**config.mk**
```make
export PLATFORM = sky130hd
export DESIGN_NAME = program_counter
export DESIGN_NICKNAME = d
export VERILOG_FILES = /design/src/rtl/program_counter.sv
export SDC_FILE = /design/constraint.sdc
export NUM_CORES = 1
export LEC_CHECK = 0
export ABC_AREA = 1
export CORE_AREA = 3 3 40 42
export DETAILED_ROUTE_END_ITERATION = 6
export DIE_AREA = 0 0 43 45
export PLACE_DENSITY = 0.7
export RECOVER_POWER = 25
export SYNTH_ARGS = -nofsm -noshare
export SYNTH_HDL_FRONTEND = slang
export SYNTH_SLANG_ARGS = --single-unit
```
**constraint.sdc**
```tcl
create_clock -name clk -period 0.8 [get_ports clk]
set_input_delay 0.16 -clock clk [delete_from_list [all_inputs] [get_ports clk]]
set_output_delay 0.16 -clock clk [all_outputs]
set_load 0.01 [all_outputs]
```
**src/rtl/program_counter.sv**
```systemverilog
// Loadable program counter register holding the current instruction address.
// It updates from the next-PC mux only when enabled and never computes addresses itself.
module program_counter #(
   parameter int              WIDTH       = 11,
   parameter logic [WIDTH-1:0] RESET_VALUE = '0
) (
   input  logic             clk,
   input  logic             reset,
   input  logic             enable,
   input  logic [WIDTH-1:0] in,
   output logic [WIDTH-1:0] pc
);

   logic [WIDTH-1:0] r_pc;

   // Reset is asynchronous, so it overrides an enabled load on the same edge.
   always_ff @(posedge clk or negedge reset) begin
      if (!reset) begin
         r_pc <= RESET_VALUE;
      end else if (enable) begin
         r_pc <= in;
      end
   end

   assign pc = r_pc;

endmodule

```
==> metrics.txt <==
number of buffers inserted by port buffering 24; die outline area 0.001935 mm^2; Synth Cell Area 421.7 um^2; worst max-slew margin expressed relative to the limit 0.8184; time the final worst path needs with I/O delays and setup 0.9416 ns; site row count 13; number of nets in the layout 96; delay of the slowest cell on the worst path 0.38 ns; multi-input combinational cell area 123.9 um^2; Final Cycle Share 1.177; number of design rule violations left after detail routing 0; result of the run finished with violations; Max FO, Critical Path 2; met1 usage in global routing 0.1461; cell with the most instances after synthesis sky130_fd_sc_hd__nand2_1; register bit total from synthesis 11; number of pins with negative max-slew slack in the final report 0; most heavily used metal layer in global routing met2; gr ovfl total 0; Total GRT Usage 0.1107; smallest hold slack 0.3036 ns; Final Routed Wirelength 988 um; largest net degree at the start of global routing 12; grt met2 use 0.1587; Die W 43 um; FFs w/ async S/R, synth 1.000; Core Box Area 0.001285 mm^2; final setup violation count 12; sum of buffers and inverters on the critical path 1; root buffer cell sky130_fd_sc_hd__clkbuf_4; slowest cell on the critical path sky130_fd_sc_hd__dfrtp_1; Clock transition at path regs 0.07 ns; Worst IR Drop VDD 755.1 uV; delay-heaviest family, CP flip-flops; portion of the post-synthesis area used by sequential elements 0.6528; Synth-to-Final Area Change 65.88%; warning count from the yosys run 0; Clock Sinks 11; kind of critical path register to output port; maximum root-to-sink buffer count 2; crit path setup slack, layout -0.1416 ns; area of all sequential standard cells 275.3 um^2; data arrival at the endpoint of the critical path 0.78 ns; global-route wire length before repair 1559 um; routed vias/inst 4.302; via count of the first global-routing pass 371; Worst Path Required 0.64 ns; Hold Fails Final Rpt 0; vias after detailed routing 413; max-cap check violation count 0; CTS Buf Count 3; worst slack at placement -0.2401 ns; DIE HEIGHT 45 um; number of nets still failing antenna checks after routing 0; hold buffer count at CTS 0; area fraction of the dominant cell type after synthesis 0.6528; Clk Latency, worst-skew pair 0.26 ns; met3 GRT Util 0.03187; Post-Syn Nets 61; number of antenna repair diodes 0; detail-routed net length per standard cell 10.29 um; number of enable flip-flop cells after synthesis 0; antenna violations before repair 0; fraction of final layout cells with drive strength greater than 1 0.2840; total power per unit cell area 1793 mW/mm^2; number of H-tree levels 1; static leakage power 0.3960 nW; failing checks setup timing; library cell occupying the most area in the post-synthesis netlist sky130_fd_sc_hd__dfrtp_1; detailed-routing iteration count for the pre-antenna-repair pass 4; top post-synthesis cells by count 33 x sky130_fd_sc_hd__nand2_1, 11 x sky130_fd_sc_hd__dfrtp_1, 1 x sky130_fd_sc_hd__buf_4, 1 x sky130_fd_sc_hd__buf_6, 1 x sky130_fd_sc_hd__inv_2; flip-flop count of the largest register after layout 11; average size of a mapped cell 8.971 um^2; Syn Inst Count 47; setup clock skew after layout 0 ns; setup repair after global routing missed its margin yes; violation count after the first detailed-routing iteration 7; starting density of the core 0.3281; predominant post-synthesis flop cell sky130_fd_sc_hd__dfrtp_1; Crit. End Element output port; highest achievable clock rate 1.062 GHz; type of the worst min-delay path input pin to asynchronous set/reset pin; fill cell instance count of the final layout 135; count of different cell masters after synthesis 5; Worst-Margin Slew 0.2725 ns; TritonCTS clock tree built; Cell Chain, Critical Path buf_2; global placer's final weighted congestion 0.6882; Detail Placement HPWL 707.7 um; Synth area leaders sky130_fd_sc_hd__dfrtp_1 65%, sky130_fd_sc_hd__nand2_1 29%, sky130_fd_sc_hd__buf_6 2.7%; CP Launch Type register; IO Pins 25
## final timing paths
path | startpoint | endpoint | slack (ns) | depth (start not counted)
max | pc[0]$_DFFE_PN0P_ | pc[0] | -0.14 | 1
min | reset | pc[5]$_DFFE_PN0P_ | 0.30 | 2
max reg2reg | pc[3]$_DFFE_PN0P_ | pc[3]$_DFFE_PN0P_ | -0.01 | 4
min reg2reg | pc[1]$_DFFE_PN0P_ | pc[1]$_DFFE_PN0P_ | 0.47 | 2
max in group asynchronous | reset | pc[0]$_DFFE_PN0P_ | 0.28 | 2
min in group clk | enable | pc[7]$_DFFE_PN0P_ | 0.33 | 4
## cell usage in the layout (no fill, tap or decap)
cell type | Yosys | routed
sky130_fd_sc_hd__buf_2 | 0 | 11
sky130_fd_sc_hd__buf_4 | 1 | 6
sky130_fd_sc_hd__buf_6 | 1 | 1
sky130_fd_sc_hd__clkbuf_1 | 0 | 1
sky130_fd_sc_hd__clkbuf_2 | 0 | 1
sky130_fd_sc_hd__clkbuf_4 | 0 | 3
sky130_fd_sc_hd__clkdlybuf4s50_1 | 0 | 11
sky130_fd_sc_hd__dfrtp_1 | 11 | 11
sky130_fd_sc_hd__dlygate4sd3_1 | 0 | 1
sky130_fd_sc_hd__dlymetal6s2s_1 | 0 | 1
sky130_fd_sc_hd__inv_4 | 0 | 1
sky130_fd_sc_hd__nand2_1 | 33 | 33
## per-stage QoR
step	area (um^2)	utilization	power [mW]	setup TNS (ns)	cells
floorplan	421.7	-	0.7272	0	47
global placement	696.9	0.5424	0.9208	-5.068	87
detailed placement	696.9	0.5424	0.9243	-4.913	87
CTS	683.2	0.5316	1.260	-1.543	93
global route	699.4	0.5443	1.313	-1.792	96
finish	699.4	0.5443	1.254	-1.451	96
## where the power goes
group	internal, mW	switching (mW)
clock	0.192	0.177
combinational	0.145	0.114
sequential	0.605	0.0209
total	0.942	0.312
## metal layers
layer,vias to the layer above,routed length (um)
met1,187,429
met3,2,94
met2,16,447
li1,208,-
met5,-,0
met4,0,16
## cells by family after synthesis
group         count (synthesis)  synth area share
buf+inv                       3           0.05341
simple gates                 33            0.2938
flops                        11            0.6528
## layout make-up
class / count / share of cell area
sequential: 11 / 0.3936
timing repair buffer: 32 / 0.3560
multi-input combinational: 33 / 0.1771
clock buffer: 4 / 0.03757
tap: 15 / 0.02683
inverter: 1 / 0.008945
## repair_timing
| action | CTS | global route |
|---|---|---|
| buffers inserted | 2 | 3 |
| endpoints found under the setup margin | 11 | 21 |
| pin swaps | 0 | 0 |
| resized for setup | 44 | 3 |
No activity file was read; power rests on OpenSTA's default activity.
